--- config.mk ---
export PLATFORM = sky130hd
export DESIGN_NAME = sb_dsp_reset_responder
export DESIGN_NICKNAME = d
export VERILOG_FILES = /design/src/rtl/sb_dsp_reset_responder.sv
export SDC_FILE = /design/constraint.sdc
export NUM_CORES = 1
export LEC_CHECK = 0
export ABC_AREA = 1
export CORE_MARGIN = 4
export CORE_UTILIZATION = 34
export CTS_BUF_LIST = sky130_fd_sc_hd__clkbuf_8
export CTS_CLUSTER_DIAMETER = 30
export DETAILED_ROUTE_END_ITERATION = 10
export PLACE_DENSITY = 0.82
export SLEW_MARGIN = 10
export SYNTH_ARGS = -nofsm -noshare
export SYNTH_HDL_FRONTEND = slang
export SYNTH_SLANG_ARGS = --single-unit
export TNS_END_PERCENT = 30
--- constraint.sdc ---
create_clock -name bus_clock -period 1.28 [get_ports bus_clock]
set_input_delay 0.32 -clock bus_clock [delete_from_list [all_inputs] [get_ports bus_clock]]
set_output_delay 0.32 -clock bus_clock [all_outputs]
set_load 0.02 [all_outputs]
--- src/rtl/sb_dsp_reset_responder.sv ---
// Emulated DSP reset/response port block: a reset pulse on BASE+6 makes 0xAA readable on BASE+A.
// Optional minimum-pulse-width check enabled by defining DSP_PULSE_CHECK_EN.
module sb_dsp_reset_responder #(
    parameter logic [15:0] BASE_ADDRESS      = 16'h0000,
    parameter int unsigned MIN_PULSE_CYCLES  = 24,
    parameter int unsigned RESP_DELAY_CYCLES = 4
) (
    input  logic        bus_clock,
    input  logic        reset,
    input  logic [15:0] address,
    input  logic [15:0] data_in,
    input  logic        wr_en,
    input  logic        rd_en,
    output logic [15:0] data_out,
    output logic        data_out_valid,
    output logic        dsp_ready,
    output logic        pulse_err
);

    localparam logic [15:0] ResetAddr  = BASE_ADDRESS + 16'h0006;
    localparam logic [15:0] ReadAddr   = BASE_ADDRESS + 16'h000A;
    localparam logic [15:0] StatusAddr = BASE_ADDRESS + 16'h000E;

    localparam logic [15:0] StatusReady = 16'h0080;
    localparam logic [15:0] ReadyByte   = 16'h00AA;

    // A zero delay is treated as a single RESP_WAIT cycle.
    localparam int unsigned DlyW = (RESP_DELAY_CYCLES > 1) ? $clog2(RESP_DELAY_CYCLES) : 1;
    localparam logic [DlyW-1:0] DlyLast =
        DlyW'((RESP_DELAY_CYCLES > 0) ? RESP_DELAY_CYCLES - 1 : 0);

    typedef enum logic [2:0] {
        StIdle,
        StResetHeld,
        StRespWait,
        StDataReady,
        StReady
    } state_e;

    state_e            state_q, state_d;
    logic [DlyW-1:0]   dly_cnt_q, dly_cnt_d;
    logic [15:0]       data_out_q, data_out_d;
    logic              valid_q, valid_d;
    logic              ready_q, ready_d;

    logic              wr_reset;
    logic              set_cmd;
    logic              clr_cmd;
    logic              rd_ok;
    logic              rd_status;
    logic              rd_data;
    logic              unused_data;

    assign unused_data = ^data_in[15:1];

    // Bus decode; a write in the same cycle always wins over a read.
    assign wr_reset  = wr_en && (address == ResetAddr);
    assign set_cmd   = wr_reset && data_in[0];
    assign clr_cmd   = wr_reset && !data_in[0];
    assign rd_ok     = rd_en && !wr_en;
    assign rd_status = rd_ok && (address == StatusAddr);
    assign rd_data   = rd_ok && (address == ReadAddr);

`ifdef DSP_PULSE_CHECK_EN
    localparam int unsigned PulseW = (MIN_PULSE_CYCLES > 0) ? $clog2(MIN_PULSE_CYCLES + 1) : 1;
    localparam logic [PulseW-1:0] PulseMax = PulseW'(MIN_PULSE_CYCLES);

    logic [PulseW-1:0] pulse_cnt_q, pulse_cnt_d;
    logic              pulse_err_q, pulse_err_d;

    always_comb begin
        pulse_cnt_d = pulse_cnt_q;
        if (set_cmd) begin
            pulse_cnt_d = '0;
        end else if ((state_q == StResetHeld) && (pulse_cnt_q != PulseMax)) begin
            pulse_cnt_d = pulse_cnt_q + 1'b1;
        end
    end

    always_ff @(posedge bus_clock) begin
        if (reset) begin
            pulse_cnt_q <= '0;
            pulse_err_q <= 1'b0;
        end else begin
            pulse_cnt_q <= pulse_cnt_d;
            pulse_err_q <= pulse_err_d;
        end
    end

    assign pulse_err = pulse_err_q;
`else
    assign pulse_err = 1'b0;
`endif

    // Next-state logic
    always_comb begin
        state_d   = state_q;
        dly_cnt_d = dly_cnt_q;
`ifdef DSP_PULSE_CHECK_EN
        pulse_err_d = pulse_err_q;
`endif
        case (state_q)
            StResetHeld: begin
                if (clr_cmd) begin
`ifdef DSP_PULSE_CHECK_EN
                    if (pulse_cnt_q == PulseMax) begin
                        state_d     = StRespWait;
                        dly_cnt_d   = '0;
                        pulse_err_d = 1'b0;
                    end else begin
                        state_d     = StIdle;
                        pulse_err_d = 1'b1;
                    end
`else
                    state_d   = StRespWait;
                    dly_cnt_d = '0;
`endif
                end
            end
            StRespWait: begin
                if (dly_cnt_q == DlyLast) begin
                    state_d = StDataReady;
                end else begin
                    dly_cnt_d = dly_cnt_q + 1'b1;
                end
            end
            StDataReady: begin
                if (rd_data) begin
                    state_d = StReady;
                end
            end
            default: ;
        endcase

        // Asserting DSP reset restarts the handshake from any state.
        if (set_cmd) begin
            state_d = StResetHeld;
        end
    end

    // Registered read response, based on the state seen when rd_en was sampled
    always_comb begin
        data_out_d = '0;
        valid_d    = 1'b0;
        if (rd_status) begin
            valid_d    = 1'b1;
            data_out_d = (state_q == StDataReady) ? StatusReady : 16'h0000;
        end else if (rd_data) begin
            valid_d    = 1'b1;
            data_out_d = ((state_q == StDataReady) || (state_q == StReady)) ? ReadyByte : 16'h0000;
        end
        ready_d = (state_d == StDataReady);
    end

    always_ff @(posedge bus_clock) begin
        if (reset) begin
            state_q    <= StIdle;
            dly_cnt_q  <= '0;
            data_out_q <= '0;
            valid_q    <= 1'b0;
            ready_q    <= 1'b0;
        end else begin
            state_q    <= state_d;
            dly_cnt_q  <= dly_cnt_d;
            data_out_q <= data_out_d;
            valid_q    <= valid_d;
            ready_q    <= ready_d;
        end
    end

    assign data_out       = data_out_q;
    assign data_out_valid = valid_q;
    assign dsp_ready      = ready_q;

endmodule

==> metrics.md <==
| Metric | Value |
|---|---|
| Die Y | 53.5 um |
| Synth area leader | dfxtp_1 |
| Top-Level Pins | 55 |
| Mapped Avg Cell Area | 6.96 um2 |
| DRC Markers | 0 |
| WP depth | 1 |
| Setup crit end kind | primary output |
| Sequential fraction of the synthesis area | 25.6% |
| # setup viols final | 0 |
| CP Class | reg -> out |
| Worst Skew | 0.00201 ns |
| Synth top area share | 25.6% |
| CTS tree | yes |
| CTS max path bufs | 2 |
| Largest net degree at the start of global routing | 7 |
| GP Congestion | 0.809 |
| Fraction of layout cells with a size suffix above 1 | 28.6% |
| Full die area | 0.00286 mm2 |
| Total GRT Usage | 11.1% |
| Total number of vias | 676 |
| Yosys Warn Count | 0 |
| Tcrit/Tclk final | 94.8% |
| Hold WC Path Type | reg -> reg |
| ANT cells | 0 |
| Clk root buf | clkbuf_8 |
| Crit path max-delay family | buffers and inverters |
| Critical-path cell list | dlygate4sd2_1 |
| Fmax | 824 MHz |
| Worst path arrival time | 0.89 ns |
| DR WL/cell | 10.6 um |
| Fin nets | 171 |
| RSZ-0062 raised after global routing | no |
| Post-route ant nets | 0 |
| Clock latency on the worst-skew pair | 0.23 ns |
| Hold Path Depth | 2 |
| Util after Layout | 55.2% |
| Crit-path slowest cell | dlygate4sd2_1 |
| Site row count | 16 |
| CP max FO | 3 |
| DR vias/cell | 4.23 |
| Status | finished, final reports clean |
| Cells after Synth | 101 |
| Post-synth top cells | buf_4, nand2_1, nor2_1 |
| Worst Path Required | 0.96 ns |
| Max VDD drop | 0.000971 V |
| Num CTS Buffers | 3 |
| Port Buffer Count | 26 |
| Crit start category | flop |
| CP Buf/Inv Count | 1 |
| Max-cap viol count | 0 |
| Vias in the first global route | 604 |
| HPWL Detailed | 1.32 mm |
| Static Leakage | 0.692 nW |
| Period minus WS final | 1.21 ns |
| Unique masters post-synth | 23 |
| Ys flop type | dfxtp_1 |
| GRT overflow | 0 |
| Total Power | 724 uW |
| H-tree depth | 1 |
| Number of clock sinks | 9 |
| Antenna violations before repair | 0 |
| Initial Util | 35.8% |
| Area Growth Syn to Fin | 53.9% |
| Yosys reg bits | 9 |
| DR iter-0 viols | 18 |
| Drt first pass iters | 4 |
| Post-synth ARST share | 0% |
| Die W | 53.5 um |
| Slew Limit Fails | 0 |
| Minimum hold slack | 0.498 ns |
| Max incr delay on CP | 0.34 ns |
| R2r worst-path depth | 6 |
| Global-route wire length before repair | 2.30 mm |
| Number of synthesized flops with an enable pin | 0 |
| Synthesized cell area | 703 um2 |
| WL final | 1.70 mm |
| Count of final hold-check violations | 0 |
| Power per standard cell area | 669 mW/mm2 |
| Worst-path clk slew | 0.04 ns |
| Hold buffers post-CTS | 0 |
| Core Area | 0.00196 mm2 |
| Synth top area cells | dfxtp_1, buf_4, nand2_1 |
==> final cells by class <==
| class | instances | area (um2) |
|---|---|---|
| clock buffer | 3 | 41.3 |
| clock inverter | 1 | 3.75 |
| fill | 194 | 880 |
| inverter | 12 | 45.0 |
| multi-input combinational | 77 | 442 |
| sequential | 9 | 181 |
| tap | 27 | 33.8 |
| timing repair buffer | 31 | 335 |
==> routing by layer <==
layer  GRT usage (%)  part of all wire [%]  vias to the layer above
met5               0                     0                        -
met4            2.98                     0                        0
met3            4.79                   5.6                        0
met2            22.2                    58                       26
met1            9.75                    36                      302
li1                -                     -                      348
==> placed cells by master (no fill, tap or decap), drive strengths merged, types with 5 or more instances in the layout <==
cell,count
nor2,25
nand2,19
dlymetal6s2s,18
conb,13
inv,13
dfxtp,9
nand3,7
dlygate4sd2,6
buf,5
==> what timing repair did <==
item,4_1_cts,5_1_grt
buffers inserted,0,1
setup endpoints to repair,11,8
pin swaps,0,21
gates resized for setup,8,26
==> metrics by stage <==
step | setup WS (ns) | std cells | TNS (ns) | area, um2
floorplan | 0.146 | 113 | 0 | 748
CTS | -0.144 | 159 | -0.585 | 1000
finish | 0.0664 | 160 | 0 | 1080
global route | 0.00843 | 160 | 0 | 1080
detailed placement | -0.399 | 155 | -2.59 | 960
global placement | -0.332 | 155 | -2.25 | 960
==> report_power, final <==
part           switching (mW)  internal (mW)  total [mW]
Combinational          0.0710         0.0619       0.133
Clock                   0.102          0.208       0.310
Sequential        0.000000401          0.281       0.281
==> flip-flops by register name, indices dropped and copies added (netlist names) <==
signal          flops
dly_cnt_q           2
data_out            2
dsp_ready           1
data_out_valid      1
state_q             3
==> path summary, 6_finish.rpt <==
| path | from | endpoint | slack (ns) |
|---|---|---|---|
| worst max-delay path | data_out[5] | data_out[1] | 0.07 |
| worst min register to register | dly_cnt_q[1] | dly_cnt_q[1] | 0.50 |
| worst max register to register | state_q[0] | dsp_ready | 0.08 |
| worst min-delay path | dly_cnt_q[1] | dly_cnt_q[1] | 0.50 |
==> logic make-up (layout without fill, tap and decap cells) <==
| logic type | after synthesis | count (layout) | share of synthesized area (%) |
|---|---|---|---|
| AO/OA/AOI/OAI | 6 | 6 | 4.80 |
| adder cells (fa/ha/maj) | 1 | 1 | 1.78 |
| buffers and inverters | 27 | 47 | 22.4 |
| flip-flops | 9 | 9 | 25.6 |
| other | 1 | 13 | 0.533 |
| AND/OR/NAND/NOR | 57 | 57 | 44.8 |
Note: power is estimated with default switching activity, not from simulation.
==> RTL edit, RTL diff (same settings) <==
`RESP_DELAY_CYCLES`: 4 -> 8.
--- a/src/rtl/sb_dsp_reset_responder.sv
+++ b/src/rtl/sb_dsp_reset_responder.sv
@@ -5,3 +5,3 @@
     parameter int unsigned MIN_PULSE_CYCLES  = 24,
-    parameter int unsigned RESP_DELAY_CYCLES = 4
+    parameter int unsigned RESP_DELAY_CYCLES = 8
 ) (
Behaviour: not the same (Yosys sat finds a counterexample within 10 cycles, from zero or initial values and one cycle with reset high).
==> RTL edit against the original RTL <==
Critical path type is now in -> reg. Cell area shrank 1.7%. Hold slack worse by 0.028 ns. Cell count grew 6.9%. Worst setup slack worse by 0.034 ns. Synthesized cell count increased by 7.9%. Wire length is 12% higher. Total power grew 13%. Synthesized area grew 1.6%. Sequential cell count increased by 1. Die area grew 1.4%.
==> RTL edit: results (changes against the original RTL) <==
- The final HPWL from detailed placement came to 1390 µm (+5.9%).
* DRT iter0 DRCs: 7 (-11)
- Total of buffers placed on input and output ports: 26 (unchanged)
- Run status: finished clean
- Clock-pin slew was measured on the worst setup and hold paths at 0.05 ns.
- The arithmetic-cell share of the synthesized area counting full adders, half adders and majority gates came to 0.0350 (+0.0172).
* Grt met3 use: 0.0360 (-0.0119)
- Total number of vias: 764 (+13%)
* Net total in the final layout: 183 (+7.0%)
- GPL Wtd Cong: 0.851 (+5.2%)
- Max rail drop VDD: 345 µV (-64%)
* Top cells by area in the synthesized netlist: dfxtp_1, buf_4, nor2_1
* Compound-gate portion of the synthesized area: 0.0823 (+0.0343)
- The met1 track demand over resource is 0.118 (+0.0205).
- Worst Path Arrival: 1.37 ns (+0.48 ns)
* Iteration count of the initial detailed-routing pass: 4 (unchanged)
- Filler Cell Count: 176 (-9.3%)
* Combined global-route utilization of all metal layers: 0.120 (+0.00874)
- Routed wire length: 1910 µm (+12%)
- The final worst clock skew was 0.000815 ns (-0.00120 ns).
- XOR/XNOR share of the synthesized area: 0 (unchanged)
* Top_reg_cell synth: dfxtp_1
- The internal reg-to-reg setup slack was 0.06 ns (-0.02 ns).
* Wire length of the first global-routing pass: 2500 µm (+8.7%)
- Initial antenna violation count: 0 (unchanged)
- The worst-path maximum fanout was 4 (+1).
- Fraction of layout cells with a size suffix above 1: 0.389 (+0.103)
* Met2 layer usage reported by global route: 0.224 (+0.00134)
- Sequential fraction of the synthesis area: 0.280 (+0.0240)
- Number of global-route vias before repair: 628 (+4.0%)
- After synthesis, the most frequently instantiated cells are nor2_1, buf_4, nand2_1.
* Path type of the worst min-delay path: in -> reg
* Static leakage: 0.000521 µW (-25%)
RTL edit: cell count changes after synthesis, moves of 2 or more:
cell	unedited run	this run
inv_1	10	12
nand2_2	4	2
nor2_2	7	1
nand3_2	2	0
nand3b_1	0	2
o21ai_0	1	4
nor2_1	15	28
RTL edit: final cells by class:
cell class / count / area [µm²] / share of cell area
Clock buffer: 4 / 55.1 / 0.0518
Inverter: 14 / 53.8 / 0.0506
Multi-Input combinational cell: 82 / 472 / 0.444
Sequential cell: 10 / 203 / 0.191
Tap cell: 27 / 33.8 / 0.0318
Timing Repair Buffer: 34 / 246 / 0.232
RTL edit: cell families after synthesis:
logic type,after synthesis
flops,10
fa+ha+maj,2
buf+inv,29
other cells,1
compound gates,10
simple gates,57
RTL edit: what timing repair did:
action                                  CTS  global route
gates resized for setup                  34            50
buffers inserted                          1             1
pin swaps                                19            21
endpoints found under the setup margin   15            10
hold endpoints to repair                  0             0
RTL edit: routing by layer:
| metal | share of wire | vias up | wire length [µm] |
|---|---|---|---|
| li1 | - | 382 | - |
| met1 | 0.34 | 344 | 659 |
| met5 | 0 | - | 0 |
| met4 | 0.025 | 0 | 48 |
| met2 | 0.56 | 32 | 1070 |
| met3 | 0.070 | 6 | 134 |
RTL edit: final timing paths:
check / start / to / depth (start not counted)
hold reg to reg: dly_cnt_q[2]$_SDFFE_PP0P_ / dly_cnt_q[2]$_SDFFE_PP0P_ / 2
setup / recovery: address[3] / dly_cnt_q[1]$_SDFFE_PP0P_ / 9
hold / removal: wr_en / state_q[2]$_SDFF_PP0_ / 4
setup reg to reg: dly_cnt_q[1]$_SDFFE_PP0P_ / dly_cnt_q[1]$_SDFFE_PP0P_ / 6
RTL edit: critical path, stage by stage:
cell and delay (ns):
dlygate4sd2_1 0.24, nor2_1 0.11, nand2_1 0.08, nor2_2 0.10, nand3b_1 0.11, nand2_2 0.13
nand2_4 0.09, o21ai_2 0.14, nor2_1 0.05
RTL edit: per-stage QoR:
stage,hold slack [ns],std cells,area [µm²],setup slack [ns],utilization
final,0.470,171,1060,0.0324,0.537
after global routing,0.515,171,1060,-0.0249,0.537
after global placement,0.469,165,986,-0.472,0.497
after floorplan,0.389,121,759,0.0712,-
after CTS,0.488,170,1040,-0.153,0.525
after detailed placement,0.480,165,986,-0.518,0.497
RTL edit: where the power goes:
part	switching [µW]	internal [µW]	total [µW]
Clock	116	270	385
Combinational	72.8	46.5	119
Sequential	0.00183	312	312
Total	188	628	817
